$ cat config.mk
export PLATFORM = sky130hd
export DESIGN_NAME = pe_result_streamer
export DESIGN_NICKNAME = d
export VERILOG_FILES = /design/src/rtl/pe_result_streamer_pkg.sv /design/src/rtl/pe_result_streamer_tx_handshake.sv /design/src/rtl/pe_result_streamer.sv
export SDC_FILE = /design/constraint.sdc
export NUM_CORES = 1
export LEC_CHECK = 0
export BUFFER_PORTS_ARGS = -buffer_cell sky130_fd_sc_hd__buf_2
export CORE_MARGIN = 10
export CORE_UTILIZATION = 30
export DETAILED_ROUTE_END_ITERATION = 6
export GPL_TIMING_DRIVEN = 0
export PLACE_DENSITY = 0.48
export REMOVE_ABC_BUFFERS = 1
export SLEW_MARGIN = 20
export SYNTH_ARGS = -nofsm -noshare
export SYNTH_HDL_FRONTEND = slang
export SYNTH_SLANG_ARGS = --single-unit
$ cat constraint.sdc
create_clock -name clk -period 2.5 [get_ports clk]
set_clock_uncertainty 0.15 [all_clocks]
set_input_delay 0.375 -clock clk [delete_from_list [all_inputs] [get_ports clk]]
set_output_delay 0.375 -clock clk [all_outputs]
set_load 0.1 [all_outputs]
$ cat src/rtl/pe_result_streamer_pkg.sv
// Shared types for the PE result streamer: framing FSM states, UART handshake
// states and the byte-type tag carried through a send.
package pe_pkg;

    localparam logic [7:0] DEFAULT_HEADER = 8'hA5;

    typedef enum logic [2:0] {
        ST_IDLE,
        ST_HDR,
        ST_RD,
        ST_CAP,
        ST_SEND,
        ST_CSUM,
        ST_FIN
    } state_e;

    typedef enum logic [1:0] {
        HS_IDLE,
        HS_REQ,
        HS_ACK,
        HS_WAIT
    } hs_state_e;

    typedef enum logic [1:0] {
        BT_HDR,
        BT_DATA,
        BT_CSUM
    } byte_type_e;

endpackage

$ cat src/rtl/pe_result_streamer_tx_handshake.sv
// One byte exchange with the UART tx: wait for idle, pulse tx_start, wait for
// tx_busy to rise (bounded by ACK_TIMEOUT) and then fall.
module tx_handshake
    import pe_pkg::*;
#(
    parameter int ACK_TIMEOUT = 32
) (
    input  logic clk,
    input  logic rst,
    input  logic send_i,
    input  logic tx_busy_i,
    output logic tx_start_o,
    output logic sent_o,
    output logic timeout_o
);

    localparam int CW = $clog2(ACK_TIMEOUT + 1);

    hs_state_e       hs_q, hs_d;
    logic [CW-1:0]   cnt_q, cnt_d;
    logic            tx_start_q, tx_start_d;

    // NOTE: every signal assigned here gets a default first so no latch is inferred.
    always_comb begin
        hs_d       = hs_q;
        cnt_d      = cnt_q;
        tx_start_d = 1'b0;
        sent_o     = 1'b0;
        timeout_o  = 1'b0;
        case (hs_q)
            HS_IDLE, HS_REQ: begin
                if (send_i || hs_q == HS_REQ) begin
                    if (!tx_busy_i) begin
                        tx_start_d = 1'b1;
                        cnt_d      = '0;
                        hs_d       = HS_ACK;
                    end else begin
                        hs_d = HS_REQ;
                    end
                end
            end
            HS_ACK: begin
                // Abort on the edge that makes the count visible as ACK_TIMEOUT.
                if (tx_busy_i) begin
                    hs_d = HS_WAIT;
                end else if (cnt_q == CW'(ACK_TIMEOUT - 1)) begin
                    timeout_o = 1'b1;
                    hs_d      = HS_IDLE;
                end else begin
                    cnt_d = cnt_q + 1'b1;
                end
            end
            HS_WAIT: begin
                if (!tx_busy_i) begin
                    sent_o = 1'b1;
                    hs_d   = HS_IDLE;
                end
            end
            default: hs_d = HS_IDLE;
        endcase
    end

    // NOTE: state registers use non-blocking assignments so all flops update together.
    always_ff @(posedge clk or posedge rst) begin
        if (rst) begin
            hs_q       <= HS_IDLE;
            cnt_q      <= '0;
            tx_start_q <= 1'b0;
        end else begin
            hs_q       <= hs_d;
            cnt_q      <= cnt_d;
            tx_start_q <= tx_start_d;
        end
    end

    assign tx_start_o = tx_start_q;

endmodule

$ cat src/rtl/pe_result_streamer.sv
// Streams memC out over the UART as HEADER, DEPTH data bytes, XOR checksum.
// Framing and addressing live here; the byte handshake is in tx_handshake.
module pe_result_streamer
    import pe_pkg::*;
#(
    parameter int         DEPTH       = 16,
    parameter int         AW          = 4,
    parameter logic [7:0] HEADER      = DEFAULT_HEADER,
    parameter int         ACK_TIMEOUT = 32
) (
    input  logic          clk,
    input  logic          rst,
    input  logic          start,
    output logic          mem_rd_en,
    output logic [AW-1:0] mem_addr,
    input  logic [7:0]    mem_rdata,
    output logic [7:0]    tx_data,
    output logic          tx_start,
    input  logic          tx_busy,
    output logic          busy,
    output logic          done,
    output logic          err,
    output logic [7:0]    checksum
);

    localparam logic [AW-1:0] LAST_ADDR = AW'(DEPTH - 1);

    state_e        state_q, state_d;
    byte_type_e    btype_q, btype_d;
    logic [AW-1:0] addr_q, addr_d;
    logic [7:0]    tx_data_q, tx_data_d;
    logic [7:0]    checksum_q, checksum_d;
    logic          err_q, err_d;
    logic          rd_en_q, rd_en_d;
    logic          done_q, done_d;
    logic          busy_q;
    logic          send, sent, timeout;

    always_comb begin
        state_d    = state_q;
        btype_d    = btype_q;
        addr_d     = addr_q;
        tx_data_d  = tx_data_q;
        checksum_d = checksum_q;
        err_d      = err_q;
        rd_en_d    = 1'b0;
        done_d     = 1'b0;
        send       = 1'b0;
        case (state_q)
            ST_IDLE: begin
                if (start) begin
                    state_d    = ST_HDR;
                    checksum_d = '0;
                    addr_d     = '0;
                    err_d      = 1'b0;
                end
            end
            ST_HDR: begin
                tx_data_d = HEADER;
                btype_d   = BT_HDR;
                send      = 1'b1;
                state_d   = ST_SEND;
            end
            ST_RD:  state_d = ST_CAP;
            ST_CAP: begin
                tx_data_d  = mem_rdata;
                checksum_d = checksum_q ^ mem_rdata;
                btype_d    = BT_DATA;
                send       = 1'b1;
                state_d    = ST_SEND;
            end
            ST_CSUM: begin
                tx_data_d = checksum_q;
                btype_d   = BT_CSUM;
                send      = 1'b1;
                state_d   = ST_SEND;
            end
            ST_SEND: begin
                if (timeout) begin
                    err_d   = 1'b1;
                    state_d = ST_IDLE;
                end else if (sent) begin
                    // The read strobe is registered on the edge that enters RD.
                    case (btype_q)
                        BT_HDR: begin
                            rd_en_d = 1'b1;
                            state_d = ST_RD;
                        end
                        BT_DATA: begin
                            if (addr_q == LAST_ADDR) begin
                                state_d = ST_CSUM;
                            end else begin
                                addr_d  = addr_q + 1'b1;
                                rd_en_d = 1'b1;
                                state_d = ST_RD;
                            end
                        end
                        default: begin
                            done_d  = 1'b1;
                            state_d = ST_FIN;
                        end
                    endcase
                end
            end
            ST_FIN: begin
                addr_d  = '0;
                state_d = ST_IDLE;
            end
            default: state_d = ST_IDLE;
        endcase
    end

    always_ff @(posedge clk or posedge rst) begin
        if (rst) begin
            state_q    <= ST_IDLE;
            btype_q    <= BT_HDR;
            addr_q     <= '0;
            tx_data_q  <= '0;
            checksum_q <= '0;
            err_q      <= 1'b0;
            rd_en_q    <= 1'b0;
            done_q     <= 1'b0;
            busy_q     <= 1'b0;
        end else begin
            state_q    <= state_d;
            btype_q    <= btype_d;
            addr_q     <= addr_d;
            tx_data_q  <= tx_data_d;
            checksum_q <= checksum_d;
            err_q      <= err_d;
            rd_en_q    <= rd_en_d;
            done_q     <= done_d;
            busy_q     <= (state_d != ST_IDLE);
        end
    end

    tx_handshake #(
        .ACK_TIMEOUT(ACK_TIMEOUT)
    ) u_tx_handshake (
        .clk       (clk),
        .rst       (rst),
        .send_i    (send),
        .tx_busy_i (tx_busy),
        .tx_start_o(tx_start),
        .sent_o    (sent),
        .timeout_o (timeout)
    );

    assign mem_rd_en = rd_en_q;
    assign mem_addr  = addr_q;
    assign tx_data   = tx_data_q;
    assign busy      = busy_q;
    assign done      = done_q;
    assign err       = err_q;
    assign checksum  = checksum_q;

endmodule

Word-level counts from Yosys, hierarchy flattened
Index checks and enable logic that the tools add are counted.
{"block": "classes", "n_addsub": 2, "mul": 0, "div_mod_pow": 0, "order_cmp": 0, "eq_ne": 24, "shift": 0, "mux": 47, "bitwise": 1, "n_reduce_logical": 18}
{"operator": "6-bit 2-to-1 mux", "n": 4}
{"operator": "8-bit one-hot mux with 3 select lines", "n": 1}
{"operator": "4-bit 2-to-1 mux", "n": 5}
{"operator": "2-bit inequality test (second input constant)", "n": 10}
{"operator": "1-bit 2-to-1 mux", "n": 18}
{"operator": "8-bit one-hot mux with 2 select lines", "n": 1}
{"operator": "3-bit 2-to-1 mux", "n": 4}
{"operator": "2-bit one-hot mux with 3 select lines", "n": 2}
{"operator": "3-bit one-hot mux with 4 select lines", "n": 1}
{"operator": "4-bit one-hot mux with 3 select lines", "n": 1}
{"operator": "6-bit one-hot mux with 2 select lines", "n": 1}
{"operator": "2-bit 2-to-1 mux", "n": 5}
{"operator": "3-bit == test (second input constant)", "n": 3}
{"operator": "3-bit nonzero test", "n": 3}
{"operator": "8-bit 2-to-1 mux", "n": 1}
{"operator": "8-bit bitwise XOR", "n": 1}
{"operator": "6-bit by 1-bit adder with 6-bit output (second input constant)", "n": 1}
{"operator": "3-bit by 2-bit == test with 1-bit output (second input constant)", "n": 2}
{"operator": "6-bit by 5-bit == test with 1-bit output (second input constant)", "n": 1}
{"operator": "3-bit one-hot mux with 2 select lines", "n": 1}
{"operator": "3-bit AND reduction", "n": 2}
{"operator": "6-bit AND reduction", "n": 1}
{"operator": "2-bit nonzero test", "n": 3}
{"operator": "5-bit AND reduction", "n": 1}
{"operator": "14 further kinds", "n": 19}
{"block": "totals", "regBits": 38, "latch_bits": 0, "ram_bits": 0, "romBits": 0, "in_bits": 12, "out_inout_bits": 25, "wordCells": 104, "n_memories": 0}

Logic depth before layout (Yosys ltp)
Gate-level depths: netlist of the first run.
{"block": "depth", "word_depth": 7, "mapped_depth": 6, "mapped_depth_nobuf": 5}

Modules after synthesis
From an unflattened synthesis of the first run, not the netlist that was laid out.
{"block": "unflattened", "hier_cells": 204, "hier_area_um2": 2045.7}
{"module": "pe_result_streamer", "n_inst": 1, "cells_per_inst": 150, "area_per_inst_um2": 1483.9, "seq_area_each_um2": 725.7}
{"module": "tx_handshake", "n_inst": 1, "cells_per_inst": 54, "area_per_inst_um2": 561.8, "seq_area_each_um2": 225.2}

Least setup slack after synthesis of the first run
No wires, ideal clock.
{"block": "synth_timing", "path_kind": "flip-flop to flip-flop", "from": "reg addr_q[0], in the netlist mem_addr[0]", "to": "reg addr_q[2], in the netlist mem_addr[2]", "setup_time_ps": 70, "arrival_time_ps": 2436, "required_ps": 2280, "path_slack_ps": -156, "path_stages_with_launch": 7, "n_path_buf": 1, "period_less_slack_ps": 2656, "path_cell_list": "dfrtp_1 -> ha_1 -> and3_1 -> or4_1 -> buf_2 -> or4b_1 -> nand2_1"}
{"block": "synth_between", "elab_chain_len": 6, "word_cells_on_any_way": 9, "cone_classes": "1 x add/sub; 2 x eq/ne; 5 x mux; 1 x reduce/logical"}
{"element": "start, declared", "line_no": "pe_result_streamer.sv:30", "rtl": "logic [AW-1:0] addr_q, addr_d;"}
{"element": "start signal, assigned", "line_no": "pe_result_streamer.sv:127", "rtl": "addr_q <= addr_d;"}
{"element": "4-bit by 1-bit adder with 4-bit output", "line_no": "pe_result_streamer.sv:93", "rtl": "addr_d = addr_q + 1'b1;"}
{"element": "4-bit 2-to-1 mux", "line_no": "pe_result_streamer.sv:90", "rtl": "if (addr_q == LAST_ADDR) begin"}
{"element": "4-bit 2-to-1 mux", "line_no": "pe_result_streamer.sv:84", "rtl": "case (btype_q)"}
{"element": "4-bit 2-to-1 mux", "line_no": "pe_result_streamer.sv:82", "rtl": "end else if (sent) begin"}
{"element": "4-bit 2-to-1 mux", "line_no": "pe_result_streamer.sv:79", "rtl": "if (timeout) begin"}
{"element": "4-bit one-hot mux with 3 select lines", "line_no": "pe_result_streamer.sv:49", "rtl": "case (state_q)"}
Several ways; a longest one is shown, not always the timed one. The select of a mux whose other input is x is not followed.
A chain may end at the register's enable or synchronous reset.

Final worst setup path of the first run
{"block": "layout_timing", "from": "reg state_q[1]", "to": "reg u_tx_handshake.cnt_q[5]"}
{"block": "layout_between", "elab_chain_len": 6, "word_cells_on_any_way": 8, "cone_classes": "4 x eq/ne; 1 x mux; 3 x reduce/logical"}
{"element": "start, declared", "line_no": "pe_result_streamer.sv:28", "rtl": "state_e state_q, state_d;"}
{"element": "start signal, assigned", "line_no": "pe_result_streamer.sv:125", "rtl": "state_q <= state_d;"}
{"element": "3-bit == test (tied with other cells)", "line_no": "pe_result_streamer.sv:49"}
{"element": "3-bit OR reduction (no source line) *"}
{"element": "1-bit 2-to-1 mux *", "line_no": "pe_result_streamer.sv:49"}
{"element": "1-bit logical OR *", "line_no": "pe_result_streamer_tx_handshake.sv:32", "rtl": "if (send_i || hs_q == HS_REQ) begin"}
{"element": "2-bit by 1-bit inequality test with 1-bit output (no source line) *"}
{"element": "5-bit AND reduction (no source line) *"}
{"element": "end signal, assigned", "line_no": "pe_result_streamer_tx_handshake.sv:71", "rtl": "cnt_q <= cnt_d;"}
{"element": "end, declared", "line_no": "pe_result_streamer_tx_handshake.sv:20", "rtl": "logic [CW-1:0] cnt_q, cnt_d;"}
Every way passes the cells marked *; elsewhere a longest branch is shown, timed or not.

==> Flow_metrics.wiki, run 1 <==
{| class="wikitable"
! Metric !! Value
|-
| Largest buffer count on any clock path || 2
|-
| Count of pins on the block boundary || 37
|-
| Crit path launch type || flop
|-
| Global Route met2 Usage || 14.5%
|-
| Number of flops mapped to enable cells by yosys || 0
|-
| Clock tree from TritonCTS || yes
|-
| Fraction of layout instances using a drive strength above 1 || around a fifth
|-
| Worst VDD drop || around 760 µV
|-
| Fraction of power spent switching nets || between 50 and 60%
|-
| Standard-cell row count || 28
|-
| Top_reg_cell synth || dfrtp_1
|-
| Combinational power share || between 40 and 50%
|-
| Max Transition Viols Final || 0
|-
| Worst setup slack after layout || ~0.25 ns
|-
| Die width || between 90 and 100 µm
|-
| Count of placed standard cells in the final layout, fillers left out || roughly 320
|-
| Final setup viols || 0
|-
| Relative slew slack || between 40% and 50%
|-
| Vias post-DR || 1641
|-
| Final wirelength || between 4000 and 5000 µm
|-
| Kind of critical path || reg -> reg
|-
| Share of power burned in the clock network || between 10% and 20%
|-
| Unrepaired setup endpoints after global routing || no
|-
| Arrival time of the worst setup path || around 2.3 ns
|-
| Antenna diode instance count || 0
|-
| Placed Area || 2170 µm²
|-
| Final hold violations || 0
|-
| Die Span Y || around 100 µm
|-
| Worst slack, placed || 0.220 ns
|-
| GR Util met3 || between 3 and 4%
|-
| Internal || around 1.4 mW
|-
| Cells after synthesis || about 200
|-
| DP Wirelength || roughly 3500 µm
|-
| Result of the run || complete, no violations
|-
| Final setup TNS || 0 ns
|-
| Layout area overhead || 20.2%
|-
| Netlist area before placement || roughly 1900 µm²
|-
| DRT antenna net count || 0
|-
| Post-layout min period || around 2.2 ns
|-
| Core Util, Final || between 30% and 40%
|-
| Peak clock frequency supported by timing || around 0.44 GHz
|-
| Maximum capacitance violations || 0
|-
| Clock Latency Late Sink || ~0.29 ns
|-
| First-pass GRT wire length || 8190 µm
|-
| Routability-driven placement congestion ratio || 0.740
|-
| Number of design-rule violations left by the first detailed-router iteration || around 120
|-
| Max Fanout on Critical Path || 22
|-
| Start point of the worst hold path || mem_rdata[4]
|-
| CP startpoint || state_q[1]
|-
| Met1 Use GR || 13.2%
|-
| Switching component of the power || approximately 1.4 mW
|-
| Design Area, Final || about 2300 µm²
|-
| Buffers on Ports || 36
|-
| Power density over cell area || 1190 nW/µm²
|-
| GRT Residual Overflow || 0
|-
| Sequential cell fraction of total power || a little over a third
|-
| Post-layout nets || 253
|-
| H-tree levels || 2
|-
| Antenna violations before repair || 0
|-
| Final routed DRC violation total || 0
|-
| Final Cycle Share || 90.0%
|-
| Clock sink count || 38
|-
| Static leakage power || around 1.0 nW
|-
| Min-Delay Path Class || in -> reg
|-
| Core region area || ~6100 µm²
|-
| Count of buffers added by post-CTS timing repair for setup || 0
|-
| Number of placed cells counting well taps || a little over 300
|-
| Count of yosys warnings during synthesis || 0
|-
| Data required time of the worst path || about 2.5 ns
|-
| Capturing element type of the critical path || flop
|-
| Worst slew pin tran || 0.816 ns
|-
| Peak-usage layer in the global routing report || met2
|-
| GR Util All Layers || about 10%
|-
| Initial standard-cell utilization of the core || a little under a third
|-
| Async S/R FF share, synth || 100%
|-
| DRT Pass-1 Iters || 4
|-
| Number of global-route vias before repair || roughly 1600
|-
| Layout fillers || between 600 and 700
|-
| Largest net degree at the start of global routing || 27
|-
| Clock slew at the register clock pins of the worst setup and hold paths || 0.07 ns
|-
| Buffer cell driving the clock tree root || clkbuf_8
|-
| Register area share after synthesis || 49.9%
|-
| Wire per inst || ~16 µm
|-
| Avg Vias per Cell || approximately 5.2
|-
| Yosys cell types || between 40 and 50
|-
| Number of storage elements in the synthesis netlist || 38
|-
| Clock buffers created by TritonCTS || 5
|-
| Avg Inst Size Synth || around 9.4 µm²
|-
| Reg2reg start || state_q[1]
|-
| Floorplan die area || between 9000 and 10000 µm²
|}
==> timing repair <==
action / in CTS / in global routing
hold buffers: 1 / 0
hold endpoints to repair: 12 / 0
endpoints found under the setup margin: 0 / 1
resized for setup: 0 / 1
==> registers in the layout (all words and copies together) (netlist names) <==
| name | flops |
|---|---|
| btype_q | 2 |
| u_tx_handshake.cnt_q | 6 |
| checksum | 8 |
| state_q | 3 |
| u_tx_handshake.tx_start_o | 1 |
| busy | 1 |
| err | 1 |
| done | 1 |
| mem_rd_en | 1 |
| tx_data | 8 |
| u_tx_handshake.hs_q | 2 |
| mem_addr | 4 |
==> final cells by class <==
class / count / area, µm² / share of cell area, %
clock buffers: 7 / 76.3 / 3.33
clock inverters: 1 / 30.0 / 1.31
inverters: 12 / 45.0 / 1.97
multi-input cells: 144 / 885 / 38.6
flip-flops and latches: 38 / 951 / 41.5
well taps: 75 / 93.8 / 4.10
repair buffers: 38 / 210 / 9.18
==> layout by cell type (no fill, tap or decap), types with 2 or more instances in the layout <==
cell      count
a22oi_1       4
a21oi_1      27
inv_1        11
nor2_1       18
mux2i_1       2
nor2b_1       4
nor3b_1       3
ha_1          2
a31oi_1       2
nor3_1        2
nand2b_1      9
a311oi_1      8
o22ai_1       7
dfrtp_1      38
o21ai_0       9
a211oi_1      4
and3_1        2
mux2_2        2
clkbuf_1      2
nor4_1        2
nand2_1      14
nand3_1       2
buf_2        36
clkbuf_8      5
==> cells in the mapped netlist (3+ instances only) <==
| library cell | count | area [µm²] |
|---|---|---|
| o22ai_1 | 7 | 43.8 |
| clkbuf_1 | 7 | 26.3 |
| inv_1 | 12 | 45.0 |
| nand2_1 | 14 | 52.6 |
| nor2_1 | 18 | 67.6 |
| nor2b_1 | 4 | 25.0 |
| a31oi_1 | 3 | 18.8 |
| a21oi_1 | 27 | 135 |
| a22oi_1 | 4 | 30.0 |
| a311oi_1 | 8 | 70.1 |
| o21ai_0 | 9 | 45.0 |
| a211oi_1 | 4 | 30.0 |
| nor3b_1 | 3 | 22.5 |
| nand2b_1 | 9 | 56.3 |
| dfrtp_1 | 38 | 951 |
==> per-stage QoR <==
step | power [mW] | hold slack, ns
2_1_floorplan | 1.94 | 0.330
4_1_cts | 2.77 | 0.135
3_5_place_dp | 2.23 | 0.199
3_3_place_gp | 2.23 | 0.324
5_1_grt | 2.95 | 0.140
6_report | 2.73 | 0.147
==> routing by layer <==
| metal | routed length, µm | share of wire [%] |
|---|---|---|
| met1 | 2450 | 50 |
| met2 | 2150 | 44 |
| met3 | 295 | 6.0 |
| met4 | 40 | 0.81 |
| met5 | 0 | 0 |
==> critical path: stages (launching register included) <==
cell      delay [ns]
dfrtp_1         0.65
a21bo_2         0.37
a211oi_1        0.60
nor2b_1         0.10
mux2_2          0.28
==> power groups by stage <==
stage	sequential [mW]	clock, mW	combinational [mW]
after floorplan	1.45	0	0.492
after global placement	0.979	0	1.25
after detailed placement	0.976	0	1.26
after CTS	0.967	0.536	1.26
after global routing	1.00	0.560	1.38
final	0.971	0.514	1.25
==> logic make-up after synthesis <==
| logic type | Yosys count | synth area share (%) |
|---|---|---|
| buffers and inverters | 20 | 4.01 |
| flip-flops | 38 | 49.9 |
| AO/OA/AOI/OAI | 75 | 25.3 |
| adder cells (fa/ha/maj) | 2 | 1.31 |
| AND/OR/NAND/NOR | 63 | 17.3 |
| multiplexers | 4 | 2.23 |
==> final timing paths <==
| path | depth (start not counted) | slack [ns] | to |
|---|---|---|---|
| worst max-delay path | 4 | 0.25 | u_tx_handshake.cnt_q[5] |
| worst min register to register | 2 | 0.34 | tx_data[6] |
| min in group asynchronous | 3 | 0.43 | mem_addr[0] |
| max in group asynchronous | 4 | 1.33 | u_tx_handshake.hs_q[0] |
| worst max register to register | 4 | 0.25 | u_tx_handshake.cnt_q[5] |
| worst min-delay path | 2 | 0.15 | checksum[4] |
Note: power is estimated with default switching activity, not from simulation.
==> run 2: changes to the inputs <==
Settings changed: BUFFER_PORTS_ARGS -buffer_cell sky130_fd_sc_hd__buf_2 to -buffer_cell sky130_fd_sc_hd__buf_4.
==> run 2 against run 1 <==
- setup slack got worse by 0.037 ns
- critical path depth stayed put
- utilization grew 1.1 points
- cell count unchanged
- register-to-register slack worse by 0.04 ns
- critical endpoint is now mem_addr[2]
==> Flow_metrics.wiki, run 2 (synthesis gave the netlist of run 1 again) <==
{| class="wikitable"
! Metric !! Value
|-
| DRT Pass-1 Iters || 4 (unchanged)
|-
| Data required time of the worst path || 2.58 ns (+0.05 ns)
|-
| Met3 wire length || 289 µm (-2.0%)
|-
| Floorplan die area || 9940 µm² (unchanged)
|-
| Unrepaired setup endpoints after global routing || no
|-
| Worst slew pin tran || 0.883 ns (+0.0674 ns)
|-
| Total Power Consumption || 2.71 mW (-0.96%)
|-
| Most used cells in the layout excluding fill and tap cells || dfrtp_1, buf_4, a21oi_1, nor2_1, nand2_1
|-
| Peak clock frequency supported by timing || 0.437 GHz (-1.6%)
|-
| Commonest non-fill, non-tap cell in the layout || dfrtp_1
|-
| Core region area || 6060 µm² (unchanged)
|-
| Final wirelength || 4850 µm (-1.6%)
|-
| Vias post-DR || 1652 (+0.67%)
|-
| Relative slew slack || 40.3% (-4.6 points)
|-
| Maximum capacitance violations || 0 (unchanged)
|-
| Clock Latency Late Sink || 0.29 ns (about the same)
|-
| H-tree levels || 2 (unchanged)
|-
| Final Cycle Share || 91.5% (+1.5 points)
|-
| Initial standard-cell utilization of the core || 31.4% (unchanged)
|-
| Standard-cell row count || 28 (unchanged)
|-
| Routability-driven placement congestion ratio || 0.757 (+2.3%)
|-
| Number of resized instances in the post-cts repair step || 0 (unchanged)
|-
| Final hold violations || 0 (unchanged)
|-
| Antenna violations before repair || 0 (unchanged)
|-
| Clock tree from TritonCTS || yes
|-
| Die Span Y || 99.7 µm (unchanged)
|-
| Count of pins on the block boundary || 37 (unchanged)
|-
| Final routed DRC violation total || 0 (unchanged)
|-
| Crit path launch type || flop
|-
| Min-Delay Path Class || in -> reg
|-
| Clock slew at the register clock pins of the worst setup and hold paths || 0.08 ns (about the same)
|-
| DP Wirelength || 3520 µm (+0.64%)
|-
| Avg Vias per Cell || 5.24 (+0.67%)
|-
| Largest buffer count on any clock path || 2 (unchanged)
|-
| Clock sink count || 38 (unchanged)
|-
| Post-layout min period || 2.29 ns (+0.0370 ns)
|-
| Layout area overhead || 23.8%
|-
| Result of the run || complete, no violations
|-
| Wire per inst || 15.4 µm (-1.6%)
|-
| GRT Residual Overflow || 0 (unchanged)
|-
| Final setup viols || 0 (unchanged)
|-
| Worst VDD drop || 744 µV (-2.3%)
|-
| Largest net degree at the start of global routing || 33 (+22%)
|-
| Post-layout nets || 253 (unchanged)
|-
| Max Transition Viols Final || 0 (unchanged)
|-
| Fraction of layout instances using a drive strength above 1 || 20.4% (unchanged)
|-
| Max Fanout on Critical Path || 15 (-32%)
|-
| Uppermost layer routed || met4
|-
| Placed Area || 2260 µm² (+4.2%)
|-
| Buffers on Ports || 36 (unchanged)
|-
| Antenna diode instance count || 0 (unchanged)
|-
| Clock buffers created by TritonCTS || 5 (unchanged)
|-
| Met1 WL || 2340 µm (-4.2%)
|-
| Static leakage power || 1.05 nW (+0.85%)
|-
| GR Util All Layers || 9.81% (-0.12 points)
|-
| Arrival time of the worst setup path || 2.37 ns (+0.09 ns)
|-
| Number of design-rule violations left by the first detailed-router iteration || 104 (-13%)
|-
| Power density over cell area || 1150 nW/µm² (-3.8%)
|-
| Count of placed standard cells in the final layout, fillers left out || 315 (unchanged)
|-
| First-pass GRT wire length || 8020 µm (-2.0%)
|-
| Number of placed cells counting well taps || 306 (unchanged)
|-
| Kind of critical path || reg -> reg
|-
| Design Area, Final || 2360 µm² (+3.0%)
|-
| Number of global-route vias before repair || 1647 (+2.0%)
|-
| Die width || 99.7 µm (unchanged)
|-
| Buffer cell driving the clock tree root || clkbuf_8
|-
| Capturing element type of the critical path || flop
|-
| DRT antenna net count || 0 (unchanged)
|-
| Routed met2 length || 2160 µm (+0.70%)
|}
[run 2: area by class of cell]
type | count | area, µm²
Tap cell | 75 | 93.8
Inverter | 12 | 45.0
Multi-Input combinational cell | 144 | 878
Timing Repair Buffer | 38 | 300
Sequential cell | 38 | 951
Fill cell | 624 | 3700
Clock buffer | 7 | 86.3
Clock inverter | 1 | 5.00
[run 2: path summary, 6_finish.rpt]
path,start,end,slack [ns],cells past startpoint
max in group asynchronous,rst,u_tx_handshake.cnt_q[1],1.40,4
min reg2reg,tx_data[6],tx_data[6],0.34,2
max,state_q[0],mem_addr[2],0.21,4
min,mem_rdata[4],checksum[4],0.13,2
min in group asynchronous,rst,u_tx_handshake.cnt_q[3],0.39,3
max reg2reg,state_q[0],mem_addr[2],0.21,4
[run 2: stage by stage]
stage               worst slack, ns  utilization [%]  TNS, ns  hold WS, ns
global placement              0.213             36.9        0        0.325
CTS                           0.177             38.9        0        0.114
finish                        0.213             38.9        0        0.127
detailed placement            0.209             37.3        0        0.147
global route                 0.0116             38.9        0        0.125
floorplan                    -0.143                -   -0.143        0.330
[run 2: per-layer routing]
metal,up-vias,GRT usage (%)
met2,45,14.9
li1,824,-
met3,6,3.60
met4,0,2.98
met5,-,0
met1,777,12.6
[run 2: power breakdown]
group | switching (mW) | internal, mW | leakage, nW
clock network | 0.224 | 0.223 | 0.0482
registers | 0.213 | 0.759 | 0.499
logic | 0.942 | 0.347 | 0.499
total | 1.38 | 1.33 | 1.05
[run 2: critical path, cell delays in order (launching register included)]
cell     delay, ns
dfrtp_1       0.64
inv_1         0.25
a31oi_1       0.63
or4b_1        0.48
nand2_1       0.07
[run 2: what timing repair did]
action,4_1_cts,5_1_grt
setup endpoints to repair,0,0
setup buffers,0,0
hold endpoints to repair,6,0
hold buffers,1,0
==> run 3: changes to the inputs <==
Settings changed: ABC_AREA set to 1, CTS_CLUSTER_DIAMETER set to 120.
==> run 3 against run 2 <==
- setup slack gained 0.53 ns
- via count shrank 6.4%
- clock power shrank 2%
- synthesized area shrank 5.8%
- die area shrank 4.6%
- critical path depth grew 3
- non-clock buffer count is the same
- combinational power grew 15%
- register-to-register slack gained 0.53 ns
- largest power group unchanged
- highest routed layer unchanged
==> Flow_metrics.wiki, run 3 <==
{| class="wikitable"
! Metric !! Value
|-
| Count of buffers added by post-CTS timing repair for setup || 0 (unchanged)
|-
| Data required time of the worst path || 2.53 ns (-0.05 ns)
|-
| Clock tree from TritonCTS || yes
|-
| Yosys cell types || 22 (-49%)
|-
| Clock Latency Late Sink || 0.29 ns (about the same)
|-
| Worst slew pin tran || 0.324 ns (-0.559 ns)
|-
| Most instantiated library cell after synthesis || nand2_1
|-
| Final wirelength || 4260 µm (-12%)
|-
| Bufs and invs on worst path || 0 (-1)
|-
| Count of pins on the block boundary || 37 (unchanged)
|-
| Buffer cell driving the clock tree root || clkbuf_8
|-
| Layout area overhead || 26.4%
|-
| Die Span Y || 97.4 µm (-2.3%)
|-
| Avg Vias per Cell || 4.51 (-14%)
|-
| Wire per inst || 12.4 µm (-19%)
|-
| Fraction of power spent switching nets || 53.8% (+2.9 points)
|-
| Initial standard-cell utilization of the core || 30.7% (-0.75 points)
|-
| Async S/R FF share, synth || 100% (unchanged)
|-
| Crit path max-delay cell type || dfrtp_1
|-
| Unrepaired setup endpoints after global routing || no
|-
| Clock buffers created by TritonCTS || 5 (unchanged)
|-
| Final setup TNS || 0 ns (unchanged)
|-
| Arrival time of the worst setup path || 1.79 ns (-0.58 ns)
|-
| Cells after synthesis || 223 (+10%)
|-
| Count of yosys warnings during synthesis || 0 (unchanged)
|-
| Worst setup slack after layout || 0.742 ns (+0.529 ns)
|-
| Hold Crit Endpoint || tx_data[3]
|-
| Total Power Consumption || 2.82 mW (+4.2%)
|-
| Capturing element type of the critical path || flop
|-
| Number of placed cells counting well taps || 334 (+9.2%)
|-
| Worst VDD drop || 906 µV (+22%)
|-
| Core region area || 5850 µm² (-3.5%)
|-
| Reg2reg start || u_tx_handshake.cnt_q[0]
|-
| Register area share after synthesis || 53.0% (+3.1 points)
|-
| Vias post-DR || 1547 (-6.4%)
|-
| Post-layout nets || 281 (+11%)
|-
| Avg Inst Size Synth || 8.05 µm² (-15%)
|-
| Top cell types by occurrence after synthesis || nand2_1, dfrtp_1, nand3_1, inv_1, o21ai_0
|-
| Max Fanout on Critical Path || 11 (-4)
|-
| Sequential cell fraction of total power || 31.9% (-4.0 points)
|-
| Crit path launch type || flop
|-
| Fraction of layout instances using a drive strength above 1 || 21.6% (+1.2 points)
|-
| Worst-case register-to-register setup slack || 0.74 ns (+0.53 ns)
|-
| Biggest area consumer among synthesized cells || dfrtp_1
|-
| Routability-driven placement congestion ratio || 0.766 (+1.2%)
|-
| DRT Pass-1 Iters || 4 (unchanged)
|-
| Number of storage elements in the synthesis netlist || 38 (unchanged)
|-
| Result of the run || complete, no violations
|-
| Top_reg_cell synth || dfrtp_1
|-
| Kind of critical path || reg -> reg
|-
| Antenna violations before repair || 0 (unchanged)
|-
| Clock slew at the register clock pins of the worst setup and hold paths || 0.08 ns (about the same)
|-
| Relative slew slack || 78.4% (+38 points)
|-
| Maximum capacitance violations || 0 (unchanged)
|-
| Worst slack, placed || 0.748 ns (+0.539 ns)
|-
| Floorplan die area || 9480 µm² (-4.6%)
|-
| Antenna diode instance count || 0 (unchanged)
|-
| Design Area, Final || 2270 µm² (-3.8%)
|-
| Die width || 97.4 µm (-2.3%)
|-
| Final Cycle Share || 70.3% (-21 points)
|-
| Final setup viols || 0 (unchanged)
|-
| Final routed DRC violation total || 0 (unchanged)
|-
| Share of power burned in the clock network || 15.6% (-0.9 points)
|-
| GR Util All Layers || 9.39% (-0.42 points)
|-
| Count of placed standard cells in the final layout, fillers left out || 343 (+8.9%)
|-
| Number of design-rule violations left by the first detailed-router iteration || 25 (-76%)
|-
| Cell types occupying the most area after synthesis || dfrtp_1, nand2_1, nand3_1
|-
| Most used cells in the layout excluding fill and tap cells || nand2_1, dfrtp_1, buf_4, nand3_1, inv_1
|-
| Commonest non-fill, non-tap cell in the layout || nand2_1
|-
| Final hold violations || 0 (unchanged)
|-
| Largest delay contributor family on the critical path || simple AND/OR/NAND/NOR gates
|-
| Cells along the critical path || ha_1 -> nand3_2 -> o21ai_2 -> nand2_1 -> nand2_2 -> nor2_2 -> or2_1
|-
| DP Wirelength || 3190 µm (-9.6%)
|-
| Max Transition Viols Final || 0 (unchanged)
|-
| Number of instances on the worst hold path || 3 (+1)
|-
| Hold slack final || 0.177 ns (+0.0506 ns)
|-
| DRT antenna net count || 0 (unchanged)
|-
| Max incr delay on CP || 0.43 ns (-0.21 ns)
|-
| First-pass GRT wire length || 7530 µm (-6.2%)
|-
| Combinational power share || 52.5% (+4.9 points)
|-
| Power density over cell area || 1240 nW/µm² (+8.3%)
|-
| Core Util, Final || 38.8% (-0.14 points)
|-
| Standard-cell row count || 28 (unchanged)
|-
| Clock sink count || 38 (unchanged)
|-
| Static leakage power || 1.19 nW (+14%)
|-
| Share of the synthesized area in the top cell type || 53.0% (+3.1 points)
|-
| Post-layout min period || 1.76 ns (-0.529 ns)
|-
| Peak clock frequency supported by timing || 0.569 GHz (+30%)
|-
| Switching component of the power || 1.52 mW (+10%)
|-
| Destination of the worst register-to-register timing path || u_tx_handshake.hs_q[1]
|-
| GRT Residual Overflow || 0 (unchanged)
|-
| Placed Area || 2170 µm² (-4.0%)
|-
| Netlist area before placement || 1800 µm² (-5.8%)
|-
| Buffers on Ports || 36 (unchanged)
|-
| Largest buffer count on any clock path || 2 (unchanged)
|-
| H-tree levels || 2 (unchanged)
|-
| Number of global-route vias before repair || 1605 (-2.6%)
|-
| Internal || 1.30 mW (-1.9%)
|-
| Largest net degree at the start of global routing || 26 (-21%)
|-
| Start point of the worst hold path || mem_rdata[3]
|-
| Min-Delay Path Class || in -> reg
|-
| Depth of the worst register-to-register path || 7 (+3)
|-
| Number of flops mapped to enable cells by yosys || 0 (unchanged)
|}
-- run 3: worst reg2reg max path: cells and delay by family, from the launching register on --
kind,cells,cell delay [ns]
flip-flops,1,0.43
AND/OR/NAND/NOR,5,0.66
adder cells (fa/ha/maj),1,0.23
AO/OA/AOI/OAI,1,0.18
-- run 3: repair_timing --
action | CTS | global route
hold buffers | 1 | 0
endpoints found under the hold margin | 13 | 0
resized for setup | 0 | 0
-- run 3: area by class of cell --
cell class | instances | area, µm²
fill | 613 | 3580
sequential | 38 | 951
multi-input combinational | 153 | 717
timing repair buffer | 38 | 300
inverter | 31 | 116
tap | 75 | 93.8
clock buffer | 7 | 86.3
clock inverter | 1 | 5.00
-- run 3: cells by family after synthesis --
group / Yosys count / synth area share, %
buffers and inverters: 32 / 7.11
AO/OA/AOI/OAI: 28 / 8.22
flip-flops: 38 / 53.0
AND/OR/NAND/NOR: 119 / 28.4
XOR/XNOR: 4 / 1.95
adder cells (fa/ha/maj): 2 / 1.39
-- run 3: power groups by stage --
stage	clock (mW)	sequential (mW)	combinational, mW
2_1_floorplan	0	1.60	0.449
6_report	0.440	0.902	1.48
3_5_place_dp	0	0.913	1.50
4_1_cts	0.454	0.905	1.50
5_1_grt	0.478	0.929	1.60
3_3_place_gp	0	0.913	1.48
-- run 3: how the worst max path moves through the flow --
stage	cells past startpoint	end	start	slack [ns]
floorplan	8	busy	mem_addr[1]	0.43
global placement	2	mem_addr[1]	rst	0.48
detailed placement	7	u_tx_handshake.hs_q[1]	u_tx_handshake.cnt_q[0]	0.75
CTS	7	u_tx_handshake.hs_q[1]	u_tx_handshake.cnt_q[0]	0.73
global route	7	u_tx_handshake.hs_q[1]	u_tx_handshake.cnt_q[0]	0.58
finish	7	u_tx_handshake.hs_q[1]	u_tx_handshake.cnt_q[0]	0.74
-- run 3: metal layers --
layer	part of all wire, %	up-vias	track usage, %
li1	-	797	-
met1	50	712	11.8
met2	43	33	14.7
met3	6.2	5	3.70
met4	0.98	0	2.35
met5	0	-	0
